$ cat config.mk
export PLATFORM = sky130hd
export DESIGN_NAME = dds_sweep_ctrl_flat
export DESIGN_NICKNAME = d
export VERILOG_FILES = /design/src/rtl/dds_sweep_ctrl_if.sv /design/src/rtl/dds_sweep_ctrl.sv /design/src/flat_wrapper.sv
export SDC_FILE = /design/constraint.sdc
export NUM_CORES = 1
export LEC_CHECK = 0
export BUFFER_PORTS_ARGS = -buffer_cell sky130_fd_sc_hd__buf_4
export CAP_MARGIN = 30
export CORE_UTILIZATION = 55
export DETAILED_ROUTE_END_ITERATION = 16
export PLACE_DENSITY = 0.78
export RECOVER_POWER = 25
export SKIP_LAST_GASP = 1
export SYNTH_ARGS = -nofsm -noshare
export SYNTH_HDL_FRONTEND = slang
export SYNTH_SLANG_ARGS = --single-unit
$ cat constraint.sdc
create_clock -name CLK -period 5.2 [get_ports CLK]
set_clock_uncertainty 0.1 [all_clocks]
set_input_delay 0.26 -clock CLK [delete_from_list [all_inputs] [get_ports CLK]]
set_output_delay 0.26 -clock CLK [all_outputs]
set_load 0.01 [all_outputs]
$ cat src/rtl/dds_sweep_ctrl_if.sv
// Control/status bundle between the register block and dds_sweep_ctrl.
// master drives the sweep configuration; slave is the sequencer.
interface dds_sweep_ctrl_if #(
    parameter int unsigned FW_W    = 16,
    parameter int unsigned DWELL_W = 12
);
    logic               start;
    logic               abort;
    logic [FW_W-1:0]    start_fw;
    logic [FW_W-1:0]    stop_fw;
    logic [FW_W-1:0]    step_fw;
    logic [DWELL_W-1:0] dwell;
    logic [FW_W-1:0]    fw_out;
    logic               fw_load;
    logic               busy;
    logic               done;
    logic               err;

    modport master (
        output start, abort, start_fw, stop_fw, step_fw, dwell,
        input  fw_out, fw_load, busy, done, err
    );

    modport slave (
        input  start, abort, start_fw, stop_fw, step_fw, dwell,
        output fw_out, fw_load, busy, done, err
    );
endinterface

$ cat src/rtl/dds_sweep_ctrl.sv
// DDS frequency-sweep sequencer: steps fw_out from start_fw toward stop_fw, dwell+1 cycles per word.
// Define DDS_SWEEP_PINGPONG_EN for a continuous triangular sweep instead of a one-shot ramp.
module dds_sweep_ctrl #(
    parameter int unsigned FW_W    = 16,
    parameter int unsigned DWELL_W = 12
) (
    input logic             CLK,
    input logic             CLRbar,
    dds_sweep_ctrl_if.slave bus
);

    typedef enum logic [0:0] {StIdle, StRun} state_e;

    state_e             state_q;
    logic [FW_W-1:0]    fw_q;
    logic               load_q;
    logic               busy_q;
    logic               done_q;
    logic               err_q;
    logic [DWELL_W-1:0] cnt_q;
    logic [FW_W-1:0]    stop_q;
    logic [FW_W-1:0]    step_q;
    logic [DWELL_W-1:0] dwell_q;

    logic [FW_W:0]      up_next;
    logic               up_ok;
    logic               cfg_ok;

    // Extra carry bit keeps an overflowing step from wrapping below stop.
    assign up_next = {1'b0, fw_q} + {1'b0, step_q};
    assign up_ok   = (up_next <= {1'b0, stop_q});
    assign cfg_ok  = (bus.step_fw != '0) && (bus.start_fw <= bus.stop_fw);

`ifdef DDS_SWEEP_PINGPONG_EN
    logic [FW_W-1:0]    start_q;
    logic               dir_up_q;
    logic [FW_W:0]      dn_next;
    logic               dn_ok;

    assign dn_next = {1'b0, fw_q} - {1'b0, step_q};
    assign dn_ok   = !dn_next[FW_W] && (dn_next[FW_W-1:0] >= start_q);
`endif

    always_ff @(posedge CLK or posedge CLRbar) begin
        if (CLRbar) begin
            state_q  <= StIdle;
            fw_q     <= '0;
            load_q   <= 1'b0;
            busy_q   <= 1'b0;
            done_q   <= 1'b0;
            err_q    <= 1'b0;
            cnt_q    <= '0;
            stop_q   <= '0;
            step_q   <= '0;
            dwell_q  <= '0;
`ifdef DDS_SWEEP_PINGPONG_EN
            start_q  <= '0;
            dir_up_q <= 1'b1;
`endif
        end else begin
            load_q <= 1'b0;
            done_q <= 1'b0;
            err_q  <= 1'b0;
            case (state_q)
                StIdle: begin
                    if (bus.start && !bus.abort) begin
                        if (!cfg_ok) begin
                            err_q <= 1'b1;
                        end else begin
                            stop_q   <= bus.stop_fw;
                            step_q   <= bus.step_fw;
                            dwell_q  <= bus.dwell;
                            fw_q     <= bus.start_fw;
                            cnt_q    <= bus.dwell;
                            load_q   <= 1'b1;
                            busy_q   <= 1'b1;
`ifdef DDS_SWEEP_PINGPONG_EN
                            start_q  <= bus.start_fw;
                            dir_up_q <= 1'b1;
`endif
                            state_q  <= StRun;
                        end
                    end
                end
                StRun: begin
                    if (bus.abort) begin
                        busy_q  <= 1'b0;
                        state_q <= StIdle;
                    end else if (cnt_q != '0) begin
                        cnt_q <= cnt_q - DWELL_W'(1);
                    end else begin
`ifdef DDS_SWEEP_PINGPONG_EN
                        // If neither direction fits, the single word is re-emitted.
                        load_q <= 1'b1;
                        cnt_q  <= dwell_q;
                        if (dir_up_q) begin
                            if (up_ok) begin
                                fw_q <= up_next[FW_W-1:0];
                            end else if (dn_ok) begin
                                dir_up_q <= 1'b0;
                                fw_q     <= dn_next[FW_W-1:0];
                            end
                        end else begin
                            if (dn_ok) begin
                                fw_q <= dn_next[FW_W-1:0];
                            end else if (up_ok) begin
                                dir_up_q <= 1'b1;
                                fw_q     <= up_next[FW_W-1:0];
                            end
                        end
`else
                        if (up_ok) begin
                            fw_q   <= up_next[FW_W-1:0];
                            load_q <= 1'b1;
                            cnt_q  <= dwell_q;
                        end else begin
                            busy_q  <= 1'b0;
                            done_q  <= 1'b1;
                            state_q <= StIdle;
                        end
`endif
                    end
                end
                default: state_q <= StIdle;
            endcase
        end
    end

    assign bus.fw_out  = fw_q;
    assign bus.fw_load = load_q;
    assign bus.busy    = busy_q;
    assign bus.done    = done_q;
    assign bus.err     = err_q;

endmodule

$ cat src/flat_wrapper.sv
// flat-port wrapper written by rule: the top's interface ports become plain ports
module dds_sweep_ctrl_flat 
#(
    parameter int unsigned FW_W    = 16,
    parameter int unsigned DWELL_W = 12
)
  (CLK, CLRbar, bus_start, bus_abort, bus_start_fw, bus_stop_fw, bus_step_fw, bus_dwell, bus_fw_out, bus_fw_load, bus_busy, bus_done, bus_err);
  dds_sweep_ctrl_if #(.FW_W(FW_W), .DWELL_W(DWELL_W)) bus_i ();
  input logic CLK;
  input logic CLRbar;
  input wire logic [$bits(bus_i.start)-1:0] bus_start;
  input wire logic [$bits(bus_i.abort)-1:0] bus_abort;
  input wire logic [$bits(bus_i.start_fw)-1:0] bus_start_fw;
  input wire logic [$bits(bus_i.stop_fw)-1:0] bus_stop_fw;
  input wire logic [$bits(bus_i.step_fw)-1:0] bus_step_fw;
  input wire logic [$bits(bus_i.dwell)-1:0] bus_dwell;
  output wire logic [$bits(bus_i.fw_out)-1:0] bus_fw_out;
  output wire logic [$bits(bus_i.fw_load)-1:0] bus_fw_load;
  output wire logic [$bits(bus_i.busy)-1:0] bus_busy;
  output wire logic [$bits(bus_i.done)-1:0] bus_done;
  output wire logic [$bits(bus_i.err)-1:0] bus_err;
  assign bus_i.start = bus_start;
  assign bus_i.abort = bus_abort;
  assign bus_i.start_fw = bus_start_fw;
  assign bus_i.stop_fw = bus_stop_fw;
  assign bus_i.step_fw = bus_step_fw;
  assign bus_i.dwell = bus_dwell;
  assign bus_fw_out = bus_i.fw_out;
  assign bus_fw_load = bus_i.fw_load;
  assign bus_busy = bus_i.busy;
  assign bus_done = bus_i.done;
  assign bus_err = bus_i.err;
  dds_sweep_ctrl #(.FW_W(FW_W), .DWELL_W(DWELL_W)) u_core (.CLK(CLK), .CLRbar(CLRbar), .bus(bus_i));
endmodule
# Word-level counts from Yosys, hierarchy flattened
# Index checks and enable logic that the tools add are counted.
# classes
n_eq_ne,8
n_bitwise,1
n_lt_le_gt_ge,2
add_sub_neg,2
mux,34
n_reduce_logical,9
# op_table
operator,count
16-bit 2-to-1 mux,5
12-bit 2-to-1 mux,5
16-bit one-hot mux with 2 select lines,1
12-bit one-hot mux with 2 select lines,1
1-bit 2-to-1 mux,19
16-bit by 16-bit adder with 17-bit output,1
17-bit by 16-bit <= comparator with 1-bit output,1
16-bit <= comparator,1
16-bit nonzero test,1
12-bit nonzero test,1
12-bit by 1-bit subtractor with 12-bit output (second input constant),1
3-bit inequality test (second input constant),3
4-bit AND reduction,2
2-bit inequality test (second input constant),3
1-bit one-hot mux with 2 select lines,3
5-bit AND reduction,1
2-bit by 1-bit inequality test with 1-bit output (second input constant),2
3-bit AND reduction,1
1-bit logical AND,2
1-bit zero test,1
1-bit NOT,1
# word_totals
regBits,77
in_bits,64
out_inout_bits,20
word_cells,66

# Logic depth before layout (Yosys ltp)
# Gate-level depths: netlist (run 1).
# logic_depth
word_depth,6
mapped_depth,19
ltp_nobuf,18

# Worst setup path after synthesis (run 1)
# OpenSTA, ideal clock, no wires.
# synth_timing
path_type,reg-to-reg
startpoint,"register u_core.fw_q[0], in the netlist u_core.bus.fw_out[0]"
endpoint,register u_core.cnt_q[2]
t_arrival_ns,4.475
required_time_ns,4.975
n_path_buf,1
slack_ns,0.500
period_less_slack_ns,4.700
setup_time_ns,0.125
path_stages_with_launch,20
path_cell_list,dfrtp_1 > ha_1 > fa_1 > a211oi_1 > o211a_1 > nor2_1 > o211a_1 > o21a_1 > or3_1 > and2_1 > ha_1 > a21oi_1 > o21ai_0 > a21o_1 > a221o_1 > a21oi_1 > nand3_1 > nand3_1 > buf_2 > mux2_2
# synth_via
elab_chain_len,4
# synth_lines
element,line,rtl
from (decl),dds_sweep_ctrl.sv:15,logic [FW_W-1:0] fw_q;
from (signal assigned),dds_sweep_ctrl.sv:73,fw_q <= bus.start_fw;
from (signal assigned),dds_sweep_ctrl.sv:113,fw_q <= up_next[FW_W-1:0];
16-bit by 16-bit adder with 17-bit output,dds_sweep_ctrl.sv:30,"assign up_next = {1'b0, fw_q} + {1'b0, step_q};"
17-bit by 16-bit <= comparator with 1-bit output,dds_sweep_ctrl.sv:31,"assign up_ok = (up_next <= {1'b0, stop_q});"
3-bit inequality test (no source line),n/a,
4-bit AND reduction (no source line),n/a,
to (signal assigned),dds_sweep_ctrl.sv:74,cnt_q <= bus.dwell;
to (signal assigned),dds_sweep_ctrl.sv:90,cnt_q <= cnt_q - DWELL_W'(1);
to (signal assigned),dds_sweep_ctrl.sv:115,cnt_q <= dwell_q;
to (decl),dds_sweep_ctrl.sv:20,logic [DWELL_W-1:0] cnt_q;
# No other way between the ends.
# A chain may end at the register's enable or synchronous reset.

# Final worst setup path (run 1)
# layout_timing
startpoint,"register u_core.fw_q[0], in the netlist u_core.bus.fw_out[0]"
endpoint,"register u_core.fw_q[0], in the netlist u_core.bus.fw_out[0]"
# layout_via
elab_chain_len,5
elab_cells_between_ends,8
cone_classes,1 x add/sub; 1 x order compare; 1 x eq/ne; 4 x mux; 1 x reduce/logical
# layout_lines
element,line
16-bit by 16-bit adder with 17-bit output (*),dds_sweep_ctrl.sv:30
branches (longest 4 deep; another with 17-bit by 16-bit <= comparator with 1-bit output),n/a
# Mark *: on every way between the ends. The select of a mux whose other input is x is not followed.

==> results of run 1 <==
registers in the layout, indices dropped and copies added (netlist names):
name,cells
u_core.dwell_q,12
u_core.bus.busy,1
u_core.state_q,1
u_core.bus.fw_out,16
u_core.step_q,16
u_core.bus.done,1
u_core.bus.err,1
u_core.stop_q,16
u_core.cnt_q,12
u_core.bus.fw_load,1
power by group:
group          switching, mW  internal (mW)
registers              0.231          0.893
logic                   1.45           1.30
clock network          0.242          0.319
cell families after synthesis:
| kind of cell | after synthesis | share of synthesized area |
|---|---|---|
| compound gates | 120 | 0.149 |
| simple gates | 104 | 0.103 |
| flops | 77 | 0.384 |
| mux | 70 | 0.157 |
| buf+inv | 60 | 0.0471 |
| fa+ha+maj | 51 | 0.129 |
| xor+xnor | 18 | 0.0314 |
worst max-delay path: stages, from the launching register on:
cell	delay [ns]
dfrtp_1	0.41
ha_1	0.25
fa_1	0.45
a211oi_2	0.29
o211a_1	0.20
nor2_1	0.06
o211a_1	0.27
o21a_1	0.18
or3_1	0.32
and2_1	0.17
ha_1	0.31
a21oi_1	0.17
o21ai_0	0.10
a21o_1	0.19
a221o_1	0.36
a21oi_2	0.19
nand4b_1	0.14
buf_4	0.19
nand2_4	0.15
mux2_2	0.37
path summary, 6_finish.rpt:
| check | start | endpoint | slack (ns) | cells past startpoint |
|---|---|---|---|---|
| max reg2reg | u_core.bus.fw_out[0]$_DFFE_PP0P_ | u_core.bus.fw_out[0]$_DFFE_PP0P_ | 0.21 | 19 |
| max | u_core.bus.fw_out[0]$_DFFE_PP0P_ | u_core.bus.fw_out[0]$_DFFE_PP0P_ | 0.21 | 19 |
| min reg2reg | u_core.stop_q[6]$_DFFE_PP0P_ | u_core.stop_q[6]$_DFFE_PP0P_ | 0.39 | 2 |
| max in group asynchronous | CLRbar | u_core.bus.fw_out[0]$_DFFE_PP0P_ | 0.96 | 5 |
| min in group asynchronous | CLRbar | u_core.step_q[15]$_DFFE_PP0P_ | 0.36 | 4 |
| min | bus_dwell[2] | u_core.dwell_q[2]$_DFFE_PP0P_ | 0.03 | 2 |
metal layers:
layer / track usage / vias up / routed length (um)
li1: - / 1984 / -
met1: 0.372 / 1980 / 5550
met2: 0.431 / 119 / 5740
met3: 0.0410 / 20 / 675
met4: 0.105 / 0 / 265
met5: 0 / - / 0
metrics by stage:
step	util	setup slack, ns	hold slack [ns]	cells
6_report	0.689	0.206	0.0287	701
5_1_grt	0.689	0.0103	0.0293	701
2_1_floorplan	-	0.500	0.311	500
3_5_place_dp	0.655	0.0616	0.374	680
3_3_place_gp	0.655	0.286	0.364	680
4_1_cts	0.682	0.0433	0.0248	696
cell usage after synthesis, drive strengths merged, types with 2 or more instances:
cell / number / share of area
o21a: 7 / 0.010
ha: 50 / 0.12
a21oi: 32 / 0.032
o211a: 2 / 0.0040
nand3: 10 / 0.010
xor2: 6 / 0.010
inv: 45 / 0.034
a221o: 2 / 0.0040
mux2i: 3 / 0.0060
a31oi: 2 / 0.0025
mux2: 67 / 0.15
a2111oi: 3 / 0.0067
and2: 3 / 0.0037
xnor2: 12 / 0.021
nand4: 7 / 0.0087
and4: 2 / 0.0035
nor2b: 5 / 0.0062
o21ai: 42 / 0.042
o211ai: 11 / 0.016
a21o: 5 / 0.0075
nand2: 34 / 0.026
clkbuf: 11 / 0.0082
a211oi: 5 / 0.0085
nor2: 21 / 0.016
buf: 4 / 0.0052
dfrtp: 77 / 0.38
nor3: 4 / 0.0040
nor4: 6 / 0.0087
or3: 3 / 0.0037
and3: 2 / 0.0025
nand4b: 2 / 0.0035
layout by cell type (no fill, tap or decap), types with 7 or more instances in the layout:
master | netlist | final
a21oi_1 | 32 | 31
buf_4 | 0 | 86
clkbuf_8 | 0 | 9
dfrtp_1 | 77 | 77
ha_1 | 50 | 50
inv_1 | 45 | 45
mux2_2 | 66 | 66
nand2_1 | 33 | 33
nand3_1 | 10 | 10
nand4_1 | 7 | 7
nor2_1 | 21 | 21
o211ai_1 | 11 | 11
o21a_1 | 7 | 7
o21ai_0 | 42 | 42
xnor2_1 | 12 | 12
area by class of cell:
class                   count  area, um^2
multi-input cells         364        2880
fillers                   696        2720
flip-flops and latches     77        1930
repair buffers             91         688
inverters                  45         169
well taps                 108         135
clock buffers              10         128
clock inverters             6         111
repair_timing:
item / in CTS / in global routing
hold buffers: 0 / 1
hold endpoints to repair: 0 / 5
endpoints found under the setup margin: 0 / 25
buffers inserted: 0 / 2
gates resized for setup: 0 / 5
==> results.toml, run 1 <==
[cells_and_area]
nets = 703
design_area_um2 = 6040
syn_to_final_growth_pct = 20.3
n_antenna_cell = 0
layout-drive-gt1-share = 0.304

[routing]
via_per_inst = 5.85
wl_mm = 12.2
drc_errors = 0
dr.pass1.iters = 6
postRouteAntennaNets = 0
drtIter0Drc = 192
wl_per_cell_um = 17.4
num_vias = 4103

[sta]
tightest_slew_ns = 3.32
rsz0062_at_grt = "no"
relSlewSlack = -1.22
hold_viol_final = 0
fin_crit_sh = 0.960
final-setup-viol-count = 0
slew_violations = 73
final.setup.tns_ns = 0
max_freq_ghz = 0.200
period_minus_slack_ns = 4.99

[clocking]
cts_tree = "yes"
clk_pin_slew_ns = 0.09
root_buffer = "clkbuf_8"
cts_max_level = 3
clk_latency_ns = 0.36
cts_buffers = 9
cts.sinks = 77
cts_max_path_buffers = 2

[global_routing]
grt_pass1_wl_mm = 20.4
grt_overflow = 0
antenna_found_initial = 0
grt_usage = 0.271
grt_max_degree = 78
grt_pass1_vias = 4161

[pwr]
max-vdd-ir-drop_mv = 0.453
powerDensity_nw_per_um2 = 734
finalPower_mw = 4.43
p_leak_nw = 2.87

[critical_path]
arrival_ns = 5.13
path_class = "flop to flop"
critical_path.max_fanout = 8
required_ns = 5.34
cp-end-kind = "flop"
start_kind = "flop"

[yosys]
synth.distinct_cells = 53
ys_warn_count = 0
synthesis.area_um2 = 5020
synth_seq_cells = 77
synthesis.nets = 615
syn_area_per_cell_um2 = 10.0
synth-edff-count = 0
postSynthCellCount = 500
async_flop_share = 1.00
ys_seq_area_frac = 0.384
ys.flop_type = "dfrtp_1"

[status]
violations = "max-capacitance violations, max-slew violations"
status = "finished with violations"

[die]
rows = 34
core_um2 = 8760
ioPinCount = 84
die-area_um2 = 9520
fp.dieW_um = 97.5
initial_core_util = 0.573
die_h_um = 97.5

[min_path]
hold_class = "input pin to flop"

[placed_design]
port_buffers = 83
dpl_cell_area_um2 = 5740
dpl.hpwl_mm = 9.16
routabilityCongestion = 0.914

[flow_run]
maxCapViolCount = 1
Power figures use the tool's default switching activity.
==> run 2: changes to the inputs <==
--- a/config.mk
+++ b/config.mk
@@ -7,9 +7,11 @@
 export LEC_CHECK = 0
 export BUFFER_PORTS_ARGS = -buffer_cell sky130_fd_sc_hd__buf_4
 export CAP_MARGIN = 30
-export CORE_UTILIZATION = 55
+export CELL_PAD_IN_SITES_DETAIL_PLACEMENT = 1
+export CELL_PAD_IN_SITES_GLOBAL_PLACEMENT = 1
+export CORE_UTILIZATION = 44
 export DETAILED_ROUTE_END_ITERATION = 16
-export PLACE_DENSITY = 0.78
+export PLACE_DENSITY_LB_ADDON = 0.1
 export RECOVER_POWER = 25
 export SKIP_LAST_GASP = 1
 export SYNTH_ARGS = -nofsm -noshare
==> results.toml, run 2 (synthesis results as in run 1) <==
[flow_run]
maxCapViolCount = 0

[pwr]
finalPower_mw = 4.70
combPwrFrac = 0.613
seq_power_share = 0.243
switchingPower_mw = 2.04
p_leak_nw = 2.89
p_int_mw = 2.66
powerDensity_nw_per_um2 = 764
max-vdd-ir-drop_mv = 0.339
swShare = 0.434
clkPwrFrac = 0.143

[clocking]
cts_buffers = 9
clk_latency_ns = 0.34
cts.sinks = 77
cts_max_level = 3
cts_hold_buf = 0
cts_max_path_buffers = 2
clk_pin_slew_ns = 0.06
root_buffer = "clkbuf_16"
cts_tree = "yes"

[routing]
drtIter0Drc = 156
via_per_inst = 5.59
dr.pass1.iters = 4
wl_mm = 14.1
num_vias = 4112
postRouteAntennaNets = 0
drc_errors = 0
wl_per_cell_um = 19.2

[placed_design]
port_buffers = 83
routabilityCongestion = 0.818
dpl.hpwl_mm = 10.7

[sta]
rsz0062_at_grt = "no"
final.setup.tns_ns = 0
tightest_slew_ns = 1.41
period_minus_slack_ns = 4.91
max_freq_ghz = 0.204
relSlewSlack = 0.0558
final-setup-viol-count = 0
hold_viol_final = 0
slew_violations = 0
fin_crit_sh = 0.944

[critical_path]
rr_endpoint = "u_core.bus.fw_out[0]$_DFFE_PP0P_"
arrival_ns = 5.03
r2r-start = "u_core.bus.fw_out[0]$_DFFE_PP0P_"
start_kind = "flop"
path_class = "flop to flop"
r2r_cells = 18
critical_path.max_fanout = 8
required_ns = 5.32
reg2reg_slack_ns = 0.29
cp-end-kind = "flop"

[cells_and_area]
n_antenna_cell = 0
multi_input_area_um2 = 2890
regArea_um2 = 1930
syn_to_final_growth_pct = 22.4
layout-drive-gt1-share = 0.304
nFillCells = 1237
final_cell_mix = "buf_4 (85), dfrtp_1 (77), mux2_2 (66), ha_1 (49), inv_1 (45)"
nets = 705
mostFrequentLayoutCell = "buf_4"

[die]
core_um2 = 11000
initial_core_util = 0.457
rows = 38
die_h_um = 109
fp.dieW_um = 109
die-area_um2 = 11800
ioPinCount = 84

[global_routing]
grt_overflow = 0
grt_max_degree = 57
grt_pass1_wl_mm = 22.6
grt_usage = 0.256
antenna_found_initial = 0
grt_pass1_vias = 4338

[min_path]
min_from = "bus_dwell[6]"
hold_class = "input pin to flop"
whs_path_depth = 2
holdPathEnd = "u_core.dwell_q[6]$_DFFE_PP0P_"

[status]
status = "finished, final reports clean"
-- run 2: cell types whose count changed in the layout (fill, tap and decap cells not counted), sizes merged --
cell	delta
buf	-2
bufinv	-1
clkbuf	+5
clkdlybuf4s25	-1
clkinv	+1
clkinvlp	+1
dlygate4sd3	-1
-- run 2: worst max-delay path, cell delays in order, from the launching register on --
cell	delay [ns]
dfrtp_1	0.42
ha_2	0.22
fa_2	0.37
a211oi_2	0.21
o211a_1	0.18
nor2_1	0.06
o211a_1	0.26
o21a_1	0.19
or3_1	0.33
and2_1	0.18
ha_1	0.32
a21oi_1	0.15
o21ai_0	0.12
a21o_1	0.20
a221o_1	0.35
a21oi_2	0.19
nand4b_1	0.30
nand2_4	0.26
mux2_2	0.36
-- run 2: area by class of cell --
type | instances | area share
Multi-Input combinational cell | 364 | 0.470
Sequential cell | 77 | 0.314
Timing Repair Buffer | 93 | 0.109
Clock buffer | 9 | 0.0366
Tap cell | 140 | 0.0285
Inverter | 45 | 0.0275
Clock inverter | 7 | 0.0147
-- run 2: worst max-delay path by stage --
stage                                            end                              from  cells after the start  slack, ns
finish              u_core.bus.fw_out[0]$_DFFE_PP0P_  u_core.bus.fw_out[0]$_DFFE_PP0P_                     18       0.29
global placement    u_core.bus.fw_out[0]$_DFFE_PP0P_  u_core.bus.fw_out[0]$_DFFE_PP0P_                     18       0.23
global route        u_core.bus.fw_out[9]$_DFFE_PP0P_  u_core.bus.fw_out[0]$_DFFE_PP0P_                     18       0.02
detailed placement  u_core.bus.fw_out[8]$_DFFE_PP0P_  u_core.bus.fw_out[0]$_DFFE_PP0P_                     18       0.03
CTS                 u_core.bus.fw_out[0]$_DFFE_PP0P_  u_core.bus.fw_out[0]$_DFFE_PP0P_                     18       0.08
floorplan                u_core.cnt_q[2]$_DFFE_PP0P_  u_core.bus.fw_out[0]$_DFFE_PP0P_                     19       0.50
-- run 2: repair_timing --
action | 4_1_cts | 5_1_grt
buffers inserted | 0 | 3
resized for setup | 1 | 5
pin swaps | 0 | 5
cloned | 0 | 1
endpoints found under the setup margin | 1 | 26
-- run 2: stage by stage --
stage	cell area, um^2	util	setup slack, ns	hold slack (ns)	instances
global placement	5800	0.528	0.231	0.359	715
global route	6150	0.560	0.0175	0.0505	735
floorplan	5020	-	0.500	0.311	500
detailed placement	5800	0.528	0.0266	0.360	715
finish	6150	0.560	0.289	0.0536	735
CTS	6120	0.558	0.0756	0.00349	731
-- run 2: power by group through the flow --
stage	clock network, mW	logic [mW]	registers, mW
2_1_floorplan	0	1.96	1.10
3_3_place_gp	0	2.64	1.12
3_5_place_dp	0	2.77	1.14
4_1_cts	0.687	2.80	1.14
5_1_grt	0.709	3.21	1.18
6_report	0.673	2.88	1.14
-- run 2: layer usage --
layer,vias up,track usage,part of all wire
met4,0,0.0820,0.018
met2,98,0.417,0.46
met5,-,0,0
met3,22,0.0377,0.037
li1,1981,-,-
met1,2011,0.350,0.48
